## config.mk

```make
export PLATFORM = sky130hd
export DESIGN_NAME = coherence_bus_arbiter
export DESIGN_NICKNAME = d
export VERILOG_FILES = /design/src/rtl/coherence_bus_arbiter.sv
export SDC_FILE = /design/constraint.sdc
export NUM_CORES = 1
export LEC_CHECK = 0
export BUFFER_PORTS_ARGS = -buffer_cell sky130_fd_sc_hd__buf_2
export CORE_MARGIN = 2
export CORE_UTILIZATION = 30
export CTS_CLUSTER_SIZE = 30
export DETAILED_ROUTE_END_ITERATION = 8
export SLEW_MARGIN = 20
export SYNTH_ARGS = -nofsm -noshare
export SYNTH_HDL_FRONTEND = slang
export SYNTH_SLANG_ARGS = --single-unit
export TNS_END_PERCENT = 100
```

## constraint.sdc

```tcl
create_clock -name clk -period 4.3 [get_ports clk]
set_input_delay 0.645 -clock clk [delete_from_list [all_inputs] [get_ports clk]]
set_output_delay 0.645 -clock clk [all_outputs]
set_load 0.01 [all_outputs]
```

## src/rtl/coherence_bus_arbiter.sv

```systemverilog
// Snooping-bus arbiter for NUM_CPUS caches sharing one unified memory: round-robin request
// arbitration, BOCI broadcast/snoop, peer-or-memory data routing and a memory-timeout watchdog.
module coherence_bus_arbiter #(
  parameter int NUM_CPUS    = 4,
  parameter int ADDR_W      = 13,
  parameter int DATA_W      = 16,
  parameter int SNOOP_LAT   = 1,
  parameter int MEM_TIMEOUT = 255
) (
  input  logic                     clk,
  input  logic                     rst_n,
  input  logic [NUM_CPUS-1:0]      read_miss,
  input  logic [NUM_CPUS-1:0]      write_miss,
  input  logic [NUM_CPUS-1:0]      invalidate,
  input  logic [NUM_CPUS*ADDR_W-1:0] BICO,
  input  logic [NUM_CPUS-1:0]      cpu_search_found,
  input  logic [NUM_CPUS*DATA_W-1:0] send_other_proc_data,
  input  logic                     u_rdy,
  output logic [NUM_CPUS-1:0]      grant,
  output logic [NUM_CPUS-1:0]      cpu_search,
  output logic [ADDR_W-1:0]        BOCI,
  output logic [NUM_CPUS-1:0]      invalidate_from_other_cpu,
  output logic [2*NUM_CPUS-1:0]    cpu_datasel,
  output logic [NUM_CPUS-1:0]      cpu_dmem_permission,
  output logic [DATA_W-1:0]        other_proc_data,
  output logic                     bus_err
);

  localparam int PW = (NUM_CPUS > 1) ? $clog2(NUM_CPUS) : 1;
  localparam int TW = $clog2(MEM_TIMEOUT + 1);
  localparam int SW = $clog2(SNOOP_LAT + 1);
  localparam logic [TW-1:0] TMAX       = TW'(MEM_TIMEOUT);
  localparam logic [SW-1:0] SNOOP_LAST = SW'(SNOOP_LAT - 1);

  typedef enum logic [1:0] {IDLE, SNOOP, MEM, GRANT} state_t;
  typedef enum logic [1:0] {OP_RD, OP_WR, OP_INV} op_t;

  state_t            state;
  op_t               op_q;
  op_t               arb_op;
  logic [PW-1:0]     rr_ptr;
  logic [PW-1:0]     w_q;
  logic [PW-1:0]     arb_w;
  logic [PW-1:0]     peer_p;
  logic              arb_found;
  logic [SW-1:0]     snoop_cnt;
  logic [TW-1:0]     timer;
  logic [NUM_CPUS-1:0] req;
  logic [NUM_CPUS-1:0] win_oh;
  logic [NUM_CPUS-1:0] found_f;

  function automatic logic [NUM_CPUS-1:0] onehot(input logic [PW-1:0] i);
    onehot = '0;
    for (int k = 0; k < NUM_CPUS; k++)
      if (PW'(k) == i) onehot[k] = 1'b1;
  endfunction

  function automatic logic [2*NUM_CPUS-1:0] sel_vec(input logic [PW-1:0] i, input logic [1:0] code);
    sel_vec = '0;
    for (int k = 0; k < NUM_CPUS; k++)
      if (PW'(k) == i) sel_vec[2*k +: 2] = code;
  endfunction

  assign req     = read_miss | write_miss | invalidate;
  assign win_oh  = onehot(w_q);
  assign found_f = cpu_search_found & ~win_oh;

  // Round-robin: first requester strictly after the last winner, wrapping.
  always_comb begin
    arb_found = 1'b0;
    arb_w     = '0;
    for (int k = 1; k <= NUM_CPUS; k++) begin
      if (!arb_found && req[(int'(rr_ptr) + k) % NUM_CPUS]) begin
        arb_found = 1'b1;
        arb_w     = PW'((int'(rr_ptr) + k) % NUM_CPUS);
      end
    end
  end

  always_comb begin
    if (write_miss[arb_w])     arb_op = OP_WR;
    else if (read_miss[arb_w]) arb_op = OP_RD;
    else                       arb_op = OP_INV;
  end

  always_comb begin
    peer_p = '0;
    for (int k = NUM_CPUS - 1; k >= 0; k--)
      if (found_f[k]) peer_p = PW'(k);
  end

  always_ff @(posedge clk or negedge rst_n) begin
    if (!rst_n) begin
      state                     <= IDLE;
      op_q                      <= OP_RD;
      rr_ptr                    <= PW'(NUM_CPUS - 1);
      w_q                       <= '0;
      snoop_cnt                 <= '0;
      timer                     <= '0;
      grant                     <= '0;
      cpu_search                <= '0;
      BOCI                      <= '0;
      invalidate_from_other_cpu <= '0;
      cpu_datasel               <= '0;
      cpu_dmem_permission       <= '0;
      other_proc_data           <= '0;
      bus_err                   <= 1'b0;
    end else begin
      case (state)
        IDLE: begin
          grant               <= '0;
          cpu_datasel         <= '0;
          cpu_dmem_permission <= '0;
          // Skip arbitration while a grant is showing so the granted cpu has a cycle to drop its request.
          if (arb_found && grant == '0) begin
            w_q        <= arb_w;
            op_q       <= arb_op;
            BOCI       <= BICO[int'(arb_w)*ADDR_W +: ADDR_W];
            cpu_search <= ~onehot(arb_w);
            invalidate_from_other_cpu <= (arb_op != OP_RD) ? ~onehot(arb_w) : '0;
            snoop_cnt  <= '0;
            state      <= SNOOP;
          end
        end
        SNOOP: begin
          if (snoop_cnt == SNOOP_LAST) begin
            cpu_search                <= '0;
            invalidate_from_other_cpu <= '0;
            if (op_q == OP_INV) begin
              state <= GRANT;
            end else if (|found_f) begin
              other_proc_data <= send_other_proc_data[int'(peer_p)*DATA_W +: DATA_W];
              cpu_datasel     <= sel_vec(w_q, 2'b01);
              state           <= GRANT;
            end else begin
              cpu_datasel         <= sel_vec(w_q, 2'b10);
              cpu_dmem_permission <= win_oh;
              timer               <= '0;
              state               <= MEM;
            end
          end else begin
            snoop_cnt <= snoop_cnt + 1'b1;
          end
        end
        MEM: begin
          timer <= (timer == TMAX) ? timer : timer + 1'b1;
          if (u_rdy) begin
            state <= GRANT;
          end else if (timer == TMAX) begin
            bus_err <= 1'b1;
            state   <= GRANT;
          end
        end
        GRANT: begin
          grant  <= win_oh;
          rr_ptr <= w_q;
          state  <= IDLE;
        end
        default: state <= IDLE;
      endcase
    end
  end

endmodule

```

# [Word level (Yosys, flattened, before mapping)]
# Index checks and enable logic that the tools add are counted.
[classes] add_sub_neg=6 multipliers=1 n_lt_le_gt_ge=5 n_eq_ne=17 shifts=2 muxes=84 bitwise_logic=12 reduce_logical=29
[op_table] cell="$shiftx 64x7->16" n=1
[op_table] cell="$mux 8" n=7
[op_table] cell="$shiftx 52x7->13" n=1
[op_table] cell="$mux 1" n=38
[op_table] cell="$mux 2" n=18
[op_table] cell="$pmux 4 s2" n=4
[op_table] cell="$pmux 8 s2" n=2
[op_table] cell="$mux 4" n=7
[op_table] cell="$lt 3x4->1 const B" n=4
[op_table] cell="$bmux 1 s2" n=6
[op_table] cell="$reduce_and 3->1" n=4
[op_table] cell="$ne 2x2->1 const B" n=5
[op_table] cell="$add 8x1->8 const B" n=1
[op_table] cell="$eq 2x2->1 const A" n=4
[op_table] cell="$eq 8x8->1 const B" n=1
[op_table] cell="$not 4->4" n=2
[op_table] cell="$or 4x4->4" n=2
[op_table] cell="$pmux 2 s4" n=1
[op_table] cell="$reduce_and 4->1" n=2
[op_table] cell="$reduce_bool 2->1" n=4
[op_table] cell="$reduce_or 2->1" n=4
[op_table] cell="$eq 2x2->1 const B" n=3
[op_table] cell="$logic_not 2->1" n=3
[op_table] cell="$mul 2x4->6 const B" n=1
[op_table] cell="other kinds (17)" n=31
[word_totals] ff_bits=71 input_bits=135 out_inout_bits=54 elab_cells=170

# [Logic depth before layout (Yosys ltp)]
# Gate-level depths: netlist (run 1).
[logic_depth] word_depth=24 ltp_mapped=8 ltp_nobuf=7

# [Worst setup path before layout (run 1)]
# Ideal clock, no wire load.
[synth_timing] path_kind="input to register" start="in invalidate[0]" end="reg BOCI[12]" arrival_time_ns=2.353 t_required_ns=4.223 slack_ns=1.871 stages=6 n_path_buf=1 cell_sequence="or3_4 and2_4 a2111oi_4 buf_6 mux2_2 o21ai_1"
[synth_via] elab_chain_len=16
[synth_rtl] element="from (decl)" line_no="14" text="input logic [NUM_CPUS-1:0] invalidate,"
[synth_rtl] element="$or 4x4->4 *" line_no="64" text="assign req = read_miss | write_miss | invalidate;"
[synth_rtl] element="$bmux 1 s2" line_no="73" text="if (!arb_found && req[(int'(rr_ptr) + k) % NUM_CPUS]) begin"
[synth_rtl] element="$mux 1 (not written as such) (2 in series)" line_no="73"
[synth_rtl] element="$mux 1" line_no="73"
[synth_rtl] element="$logic_not 1->1" line_no="73"
[synth_rtl] element="$logic_and 1x1->1" line_no="73"
[synth_rtl] element="$mux 1" line_no="73"
[synth_rtl] element="$logic_not 1->1" line_no="73"
[synth_rtl] element="$logic_and 1x1->1" line_no="73"
[synth_rtl] element="$mux 1" line_no="73"
[synth_rtl] element="$logic_not 1->1" line_no="73"
[synth_rtl] element="$logic_and 1x1->1" line_no="73"
[synth_rtl] element="$mux 2 / $mux 1 (equally long branches)" line_no="73"
[synth_rtl] element="$mul 2x4->6 / $logic_and 1x1->1 (equally long branches)" line_no="118, 115"
[synth_rtl] element="$shiftx 52x7->13 / $reduce_and 2->1 (equally long branches)"
[synth_rtl] element="to (signal assigned)" line_no="118" text="BOCI <= BICO[int'(arb_w)*ADDR_W +: ADDR_W];"
[synth_rtl] element="to (decl)" line_no="21" text="output logic [ADDR_W-1:0] BOCI,"
# Mark *: on every way between the ends. The rest lies on a longest branch, timed or not. The select of a mux whose other input is x is not followed.
# A chain may end at the register's enable or synchronous reset.

# [Final worst setup path (run 1)]
[layout_timing] start="reg w_q[0]" end="reg other_proc_data[1]"
[layout_via] elab_chain_len=9
[layout_rtl] element="from (decl)" line_no="42" text="logic [PW-1:0] w_q;"
[layout_rtl] element="from (signal assigned)" line_no="116" text="w_q <= arb_w;"
[layout_rtl] element="$eq 2x2->1" line_no="55" text="if (PW'(k) == i) onehot[k] = 1'b1;"
[layout_rtl] element="$mux 1" line_no="55"
[layout_rtl] element="$not 4->4 *" line_no="66" text="assign found_f = cpu_search_found & ~win_oh;"
[layout_rtl] element="$and 4x4->4 *" line_no="66"
[layout_rtl] element="$mux 2 (4 in series)" line_no="89" text="if (found_f[k]) peer_p = PW'(k);"
[layout_rtl] element="$shiftx 64x7->16" line_no="132" text="other_proc_data <= send_other_proc_data[int'(peer_p)*DATA_W +: DATA_W];"
[layout_rtl] element="to (signal assigned)" line_no="132"
[layout_rtl] element="to (decl)" line_no="25" text="output logic [DATA_W-1:0] other_proc_data,"
# Mark *: on every way between the ends. The rest lies on a longest branch, timed or not.

==> results.cfg, run 1 <==
[placement]
port_buffers = 188
place_hpwl_mm = 9.06
placed_cell_area_mm2 = 0.00542
routabilityCongestion = 0.865

[cts]
cts_max_path_buffers = 2
clk_pin_slew_worst_paths_ns = 0.06
tritoncts = yes
hold_buffers = 0
cts.sinks = 70
root_buffer = clkbuf_16
post_cts_resized = 0
post_cts_buffers = 0
cts_made_buffers = 9
cts_max_level = 3
insertion_delay_ns = 0.33

[pwr]
intPower_mw = 2.36
power_frac_comb_pct = 53.6
p_per_area_mw_per_mm2 = 706
finalPower_mw = 4.04
p_seq_share_pct = 28.9
switching_share_pct = 41.6
ir_drop_uv = 317
leakage_nw = 2.95
pwr-share-clk_pct = 17.5
switchingPower_mw = 1.68

[synthesis]
synth-edff-count = 0
synth-async-reset-ratio_pct = 100
yosys.cell_types.count = 58
syn_nets = 552
ys_warn_count = 0
synthCells = 412
yosysSeqAreaShare_pct = 40.4
synthesis.area_mm2 = 0.00434
synthFlopType = dfrtp_1
synth-seq-cells = 70
syn_avg_cell_area_um2 = 10.5

[setup_path]
cp_max_fo = 22
rr_worst_depth = 7
path_class = register to register
critPathSlowestCell = dfrtp_1
r2r_slack_ns = 1.65
r2r-end = other_proc_data[1]$_DFFE_PN0P_
cp.required_ns = 4.51
cp_common_cell = mux2i_1
crit_end = other_proc_data[1]$_DFFE_PN0P_
cp_data_arrival_time_ns = 2.86
path_cells = mux2i_1 > nor3_1 > a21oi_4 > buf_4 > mux2i_1 > mux2i_1 > mux2_1
startpoint_type = register
r2r_start = w_q[0]$_DFFE_PN0P_
cp-startpoint = w_q[0]$_DFFE_PN0P_
cpPeakStageDelay_ns = 0.63
crit_path_end_kind = register

[status]
outcome = complete, no violations

[floorplanning]
die_x_um = 124
ios = 189
fp.dieH_um = 124
rows = 43
initial_core_util_pct = 31.0
dieArea_mm2 = 0.0154
core_area_mm2 = 0.0140

[routing]
wl_mm = 11.7
first_pass_iters = 4
wl_met3_um = 796
drt_iter0_drc = 234
wl_per_cell_um = 15.0
via_per_inst = 4.96
top_layer = met4
vias = 3871
met1Wirelength_mm = 5.04
route.met2.wl_mm = 5.63
antenna_left = 0
drc = 0

[cells_and_area]
final_area_mm2 = 0.00573
final.fill_count = 1383
drive_gt1_share_pct = 41.8
final_nets = 733
areaGrowthSynthToFinish_pct = 32.0

[sta]
setup_viol = 0
finClkSkew_ns = 0.00551
worst_slew_pin_slew_ns = 1.03
fmax_ghz = 0.377
hold_viol = 0
rsz0062_at_grt = no
period_share_pct = 61.7
fin_crit_ns = 2.65
finalSetupTns_ns = 0
slew_viol_final = 0
relSlewSlack_pct = 31.6

[worst_hold_path]
holdCritPathClass = input pin to asynchronous set/reset pin

[global_routing]
grt_pass1_wl_mm = 19.9
grtUsageTotal_pct = 15.5
grt_remaining_overflow = 0
grt_start_max_net_pins = 71
grt_pass1_vias = 4110
grt_antenna_before_repair = 2

[run]
cap_violations = 0
-- through the flow --
step                      setup slack [ns]  util, %  hold WS [ns]  instances
after floorplan                       1.87        -         0.349        412
after global placement                1.34     38.7         0.447        761
after detailed placement              1.25     38.7         0.457        761
after CTS                             1.60     40.8         0.470        777
after global routing                  1.43     40.9         0.477        780
final                                 1.65     40.9         0.437        780
-- state kept, by name (all words and copies together) (netlist names) --
register                   cells
invalidate_from_other_cpu      4
grant                          4
cpu_dmem_permission            4
w_q                            2
timer                          8
state                          2
other_proc_data               16
op_q                           2
bus_err                        1
cpu_datasel                    8
rr_ptr                         2
cpu_search                     4
BOCI                          13
-- cells in the mapped netlist, drive strengths merged (5+ instances only) --
master / count / area (um2)
mux2i: 79 / 791
dfrtp: 68 / 1700
nand2: 54 / 203
o21ai: 40 / 200
mux2: 33 / 375
buf: 12 / 87.6
clkbuf: 10 / 37.5
o31ai: 9 / 81.3
a22o: 8 / 70.1
nor2: 8 / 32.5
a21boi: 6 / 45.0
inv: 6 / 22.5
nor3: 6 / 51.3
a21oi: 5 / 28.8
ha: 5 / 62.6
nand2b: 5 / 31.3
nand3: 5 / 25.0
or4: 5 / 37.5
-- worst max-delay path: cells and delay by family, from the launching register on --
kind	cells	cell delay [ns]
and+or+nand+nor	1	0.10
muxes	4	0.96
AOI/OAI and AO/OA	1	0.41
buffers and inverters	1	0.42
DFF	1	0.63
-- power groups by stage --
stage | clock network (mW) | logic (mW) | registers, mW
CTS | 0.731 | 2.18 | 1.17
global placement | 0 | 2.12 | 1.16
detailed placement | 0 | 2.18 | 1.17
finish | 0.709 | 2.17 | 1.17
floorplan | 0 | 1.54 | 1.20
global route | 0.759 | 2.42 | 1.21
-- worst min path at each step --
stage	start	cells after the start	to
floorplan	rst_n	0	BOCI[0]$_DFFE_PN0P_
global placement	bus_err$_DFFE_PN0P_	1	bus_err$_DFFE_PN0P_
detailed placement	bus_err$_DFFE_PN0P_	1	bus_err$_DFFE_PN0P_
CTS	bus_err$_DFFE_PN0P_	1	bus_err$_DFFE_PN0P_
global route	bus_err$_DFFE_PN0P_	1	bus_err$_DFFE_PN0P_
finish	rst_n	1	BOCI[10]$_DFFE_PN0P_
-- cell usage in the layout (no fill, tap or decap), types with 8 or more instances in the layout --
cell type  netlist  final
mux2_2          22     22
mux2i_1         79     79
nand2_1         54     54
a22o_1           8      8
mux2_1          10     10
o21ai_1         23     23
clkbuf_16        0      9
o31ai_1          8      8
dfrtp_1         68     68
buf_2            7    187
o21ai_0         17     17
-- cells by family after synthesis --
family,Yosys count,synth area share [%]
buffers and inverters,28,3.40
flip-flops,70,40.4
adder cells (fa/ha/maj),5,1.44
multiplexers,112,26.9
AO/OA/AOI/OAI,92,15.5
AND/OR/NAND/NOR,105,12.3
-- metal layers --
metal	GRT usage [%]	up-vias
li1	-	1890
met1	18.8	1807
met2	26.5	153
met3	4.60	21
met4	5.22	0
met5	0	-
-- area by class of cell --
cell class	instances	area (um2)	share of cell area, %
diodes	2	5.00	0.0874
clock buffers	13	270	4.72
clock inverters	3	17.5	0.306
inverters	6	22.5	0.393
multi-input cells	314	2450	42.9
flip-flops and latches	70	1750	30.6
well taps	180	225	3.93
repair buffers	192	977	17.1
Power figures use the tool's default switching activity.
==> inputs of run 2 (changes only) <==
- clock period: 4.3 -> 2.4 ns (I/O delays scaled with it)
==> run 2 against run 1 <==
Against the previous run:
- maximum frequency up 16%
- utilization rose by 1.1 points
- cell count up 1.8%
- flip-flop and latch count stayed put
==> results.cfg, run 2 (synthesis gave the netlist of run 1 again) <==
[sta]
relSlewSlack_pct = 40.0
worst_slew_pin_slew_ns = 0.900
finClkSkew_ns = 0.00441
fmax_ghz = 0.435
rsz0062_at_grt = no
setup_viol = 0
period_share_pct = 95.7
slew_viol_final = 0
finalSetupTns_ns = 0
hold_viol = 0
fin_crit_ns = 2.30

[pwr]
ir_drop_uv = 694
leakage_nw = 3.04
p_per_area_mw_per_mm2 = 1270

[cells_and_area]
areaGrowthSynthToFinish_pct = 35.6
final_cell_mix = buf_2, mux2i_1, dfrtp_1
drive_gt1_share_pct = 43.4
final_nets = 748
largest_reg_flops = 16
reg.largest.list = other_proc_data (16), BOCI (13)
top_register = other_proc_data
layout_commonest_cell = buf_2
fin_util_pct = 42.0

[global_routing]
grt_antenna_before_repair = 1
grt_pass1_vias = 4051
grtUsageTotal_pct = 15.3
grt_pass1_wl_mm = 19.4
grt_start_max_net_pins = 71
grt_remaining_overflow = 0

[setup_path]
cp_max_fo = 11
startpoint_type = register
cp.required_ns = 2.61
crit_path_end_kind = register
cp_data_arrival_time_ns = 2.50
path_class = register to register

[cts]
insertion_delay_ns = 0.33
tritoncts = yes
hold_buffers = 0
root_buffer = clkbuf_16
cts_made_buffers = 9
cts_max_level = 3
cts.sinks = 70
clk_pin_slew_worst_paths_ns = 0.06
cts_max_path_buffers = 2
post_cts_buffers = 0

[placement]
place_hpwl_mm = 9.19
port_buffers = 188
routabilityCongestion = 0.917

[floorplanning]
fp.dieH_um = 124
dieArea_mm2 = 0.0154
rows = 43
die_x_um = 124
ios = 189
initial_core_util_pct = 31.0
core_area_mm2 = 0.0140

[routing]
via_per_inst = 4.91
wl_mm = 11.6
wl_per_cell_um = 14.7
drc = 0
first_pass_iters = 4
drt_iter0_drc = 147
antenna_left = 0
vias = 3900

[status]
outcome = complete, no violations

[worst_hold_path]
holdCritPathClass = input pin to asynchronous set/reset pin

[run]
cap_violations = 0
## run 2: cell types whose count changed in the layout (fill, tap and decap cells not counted), moves of 2 or more
cell        delta
buf_4         +11
buf_12         +4
clkinvlp_4     +2
clkbuf_8       -3
## run 2: where the power goes
part	switching, mW	internal, mW
Combinational	2.20	1.98
Clock	0.529	0.700
Sequential	0.358	1.70
## run 2: repair_timing
action                                 in CTS  in global routing
setup endpoints to repair                   0                 13
endpoints found under the hold margin       0                  0
gates resized for setup                     0                  2
## run 2: worst max-delay path, cell delays in order, from the launching register on
cell and delay (ns):
dfstp_2 0.70, or2_2 0.20, o22ai_2 0.10, nor3_4 0.31, mux2_2 0.41, a221oi_4 0.32
o31ai_1 0.13
## run 2: path summary, 6_finish.rpt
path	startpoint	endpoint	slack, ns	cells after the start
worst max-delay path	rr_ptr[1]$_DFFE_PN1P_	invalidate_from_other_cpu[2]$_DFFE_PN0P_	0.10	6
worst min-delay path	rst_n	BOCI[10]$_DFFE_PN0P_	0.15	1
worst max register to register	rr_ptr[1]$_DFFE_PN1P_	invalidate_from_other_cpu[2]$_DFFE_PN0P_	0.10	6
worst min register to register	bus_err$_DFFE_PN0P_	bus_err$_DFFE_PN0P_	0.46	1
max in group asynchronous	rst_n	cpu_datasel[4]$_DFFE_PN0P_	1.66	1
min in group clk	u_rdy	bus_err$_DFFE_PN0P_	0.38	3
## run 2: layout make-up
cell class	count	area (um2)
diodes	1	2.50
clock inverters	7	50.0
clock buffers	9	225
fillers	1392	8110
flip-flops and latches	70	1750
inverters	6	22.5
repair buffers	207	1140
well taps	180	225
multi-input cells	314	2460
## run 2: layer usage
layer	wire, um	global-route usage [%]	share of wire [%]	vias up
li1	-	-	-	1915
met1	4920	18.8	42	1811
met2	5540	25.3	48	154
met3	844	3.78	7.3	20
met4	337	7.07	2.9	0
met5	0	0	0	-
## run 2: per-stage QoR
stage          setup slack, ns  area [um2]  hold WS [ns]  instances  total power [mW]
5_1_grt                 0.0172        5880         0.234        794              8.09
3_3_place_gp             0.130        5590         0.445        777              6.15
3_5_place_dp            0.0355        5590         0.451        777              6.28
4_1_cts                 0.0305        5860         0.191        793              7.54
2_1_floorplan            0.169        4340        0.0644        412              4.91
6_report                 0.103        5880         0.148        794              7.47
==> inputs of run 3 (changes only) <==
- CAP_MARGIN: unset -> 5
- REMOVE_ABC_BUFFERS: unset -> 1
==> run 3 against run 2 <==
Against the previous run:
- register-to-register slack better by 0.03 ns
- utilization is 0.34 points lower
- sequential share of layout area is 0.31 points higher
- total power is 1.1% lower
- maximum frequency is 1.2% higher
- critical path depth is 1 higher
- final area is 0.81% lower
- worst hold slack better by 0.013 ns
- combinational power is 2% lower
- clock-buffer cell count is 3 higher
- via count is 0.87% higher
==> results.cfg, run 3 (synthesis gave the netlist of run 1 again) <==
[status]
outcome = complete, no violations

[cells_and_area]
final_cell_mix = buf_2, mux2i_1, dfrtp_1
reg.largest.list = other_proc_data (16), BOCI (13)
stdcell_count = 794
final.fill_count = 1385
drive_gt1_share_pct = 43.0
final_area_mm2 = 0.00583
layout_commonest_cell = buf_2
areaGrowthSynthToFinish_pct = 34.5
final_nets = 746
top_register = other_proc_data
largest_reg_flops = 16

[global_routing]
grt_remaining_overflow = 0
busiest_layer = met2
grtUsageTotal_pct = 15.0
grt_start_max_net_pins = 71
grt_pass1_wl_mm = 19.3
grt_use_met1_pct = 18.0
grtUsageMet3_pct = 4.73
use_met2_pct = 25.4
grt_pass1_vias = 4067
grt_antenna_before_repair = 3

[placement]
routabilityCongestion = 0.810
port_buffers = 188
dp.cells = 775
placed_cell_area_mm2 = 0.00555
place_hpwl_mm = 8.74

[setup_path]
cp.required_ns = 2.66
r2r-end = BOCI[10]$_DFFE_PN0P_
r2r_slack_ns = 0.13
r2r_start = rr_ptr[1]$_DFFE_PN1P_
crit_end = BOCI[10]$_DFFE_PN0P_
cp_max_fo = 22
cp_data_arrival_time_ns = 2.53
startpoint_type = register
rr_worst_depth = 7
cp-startpoint = rr_ptr[1]$_DFFE_PN1P_
path_class = register to register
crit_path_end_kind = register

[sta]
setup_viol = 0
slew_viol_final = 0
fin_crit_ns = 2.27
hold_viol = 0
finClkSkew_ns = 0.00965
rsz0062_at_grt = yes
fmax_ghz = 0.441
worst_slew_pin_slew_ns = 1.01
period_share_pct = 94.5
relSlewSlack_pct = 32.8

[floorplanning]
dieArea_mm2 = 0.0154
fp.dieH_um = 124
initial_core_util_pct = 31.0
die_x_um = 124
ios = 189
core_area_mm2 = 0.0140
rows = 43

[run]
cap_violations = 0

[cts]
cts_made_buffers = 9
insertion_delay_ns = 0.33
cts_max_path_buffers = 2
root_buffer = clkbuf_16
tritoncts = yes
cts_max_level = 3
hold_buffers = 0
cts.sinks = 70
clk_pin_slew_worst_paths_ns = 0.06

[worst_hold_path]
holdCritPathClass = input pin to asynchronous set/reset pin

[pwr]
ir_drop_uv = 648
p_per_area_mw_per_mm2 = 1270
switchingPower_mw = 3.04
switching_share_pct = 41.1
p_seq_share_pct = 28.0
intPower_mw = 4.35
pwr-share-clk_pct = 16.4
power_frac_comb_pct = 55.6
leakage_nw = 3.02

[routing]
first_pass_iters = 5
vias = 3934
wl_per_cell_um = 14.5
drc = 0
drt_iter0_drc = 149
wl_mm = 11.5
via_per_inst = 4.95
antenna_left = 0
-- run 3: cell count changes in the layout (fill, tap and decap cells not counted), sizes merged --
cell / change
inv: -1
clkbuf: +3
diode: +2
clkinv: +1
clkinvlp: -3
buf: -2
-- run 3: power by group through the flow --
stage                     Clock, mW  Sequential [mW]  Combinational [mW]
after floorplan                   0             2.21                2.57
after global placement            0             2.05                4.05
after detailed placement          0             2.07                4.15
after CTS                      1.27             2.06                4.16
after global routing           1.32             2.14                4.55
final                          1.21             2.06                4.11
-- run 3: repair_timing --
action	CTS	global route
gates resized for setup	0	2
endpoints found under the setup margin	0	8
setup buffers	0	0
-- run 3: critical path, stage by stage (launching register included) --
cell and delay (ns):
dfstp_4 0.71, or2_2 0.17, o22ai_2 0.10, nor3_4 0.28, buf_4 0.38, mux2i_1 0.13
mux2_1 0.31, o21ai_1 0.11
-- run 3: cell type report --
| type | count | area, um2 | area share (%) |
|---|---|---|---|
| multi-input cells | 314 | 2450 | 42.1 |
| flip-flops and latches | 70 | 1760 | 30.1 |
| repair buffers | 205 | 1100 | 18.8 |
| clock buffers | 12 | 246 | 4.23 |
| well taps | 180 | 225 | 3.86 |
| clock inverters | 4 | 23.8 | 0.408 |
| inverters | 6 | 22.5 | 0.386 |
| diodes | 3 | 7.51 | 0.129 |
-- run 3: metrics by stage --
stage	worst slack [ns]	hold WS (ns)	power (mW)	utilization (%)	TNS [ns]
3_5_place_dp	0.0870	0.444	6.22	39.7	0
5_1_grt	-0.0482	0.249	8.01	41.7	-0.153
4_1_cts	0.0651	0.190	7.49	41.6	0
3_3_place_gp	0.132	0.446	6.11	39.7	0
2_1_floorplan	-1.50	0.0644	4.78	-	-32.49
6_report	0.131	0.161	7.38	41.7	0
-- run 3: worst min path at each step --
stage / from / end / slack, ns / cells past startpoint
after CTS: rst_n / cpu_datasel[4]$_DFFE_PN0P_ / 0.19 / 1
after global routing: rst_n / cpu_datasel[4]$_DFFE_PN0P_ / 0.25 / 1
after global placement: bus_err$_DFFE_PN0P_ / bus_err$_DFFE_PN0P_ / 0.45 / 1
after detailed placement: bus_err$_DFFE_PN0P_ / bus_err$_DFFE_PN0P_ / 0.44 / 1
after floorplan: rst_n / BOCI[0]$_DFFE_PN0P_ / 0.06 / 0
final: rst_n / cpu_dmem_permission[2]$_DFFE_PN0P_ / 0.16 / 1
-- run 3: layer usage --
layer  part of all wire (%)  vias up
met3                    7.8       20
met5                      0        -
met1                     42     1844
met4                    2.2        0
li1                       -     1905
met2                     48      165
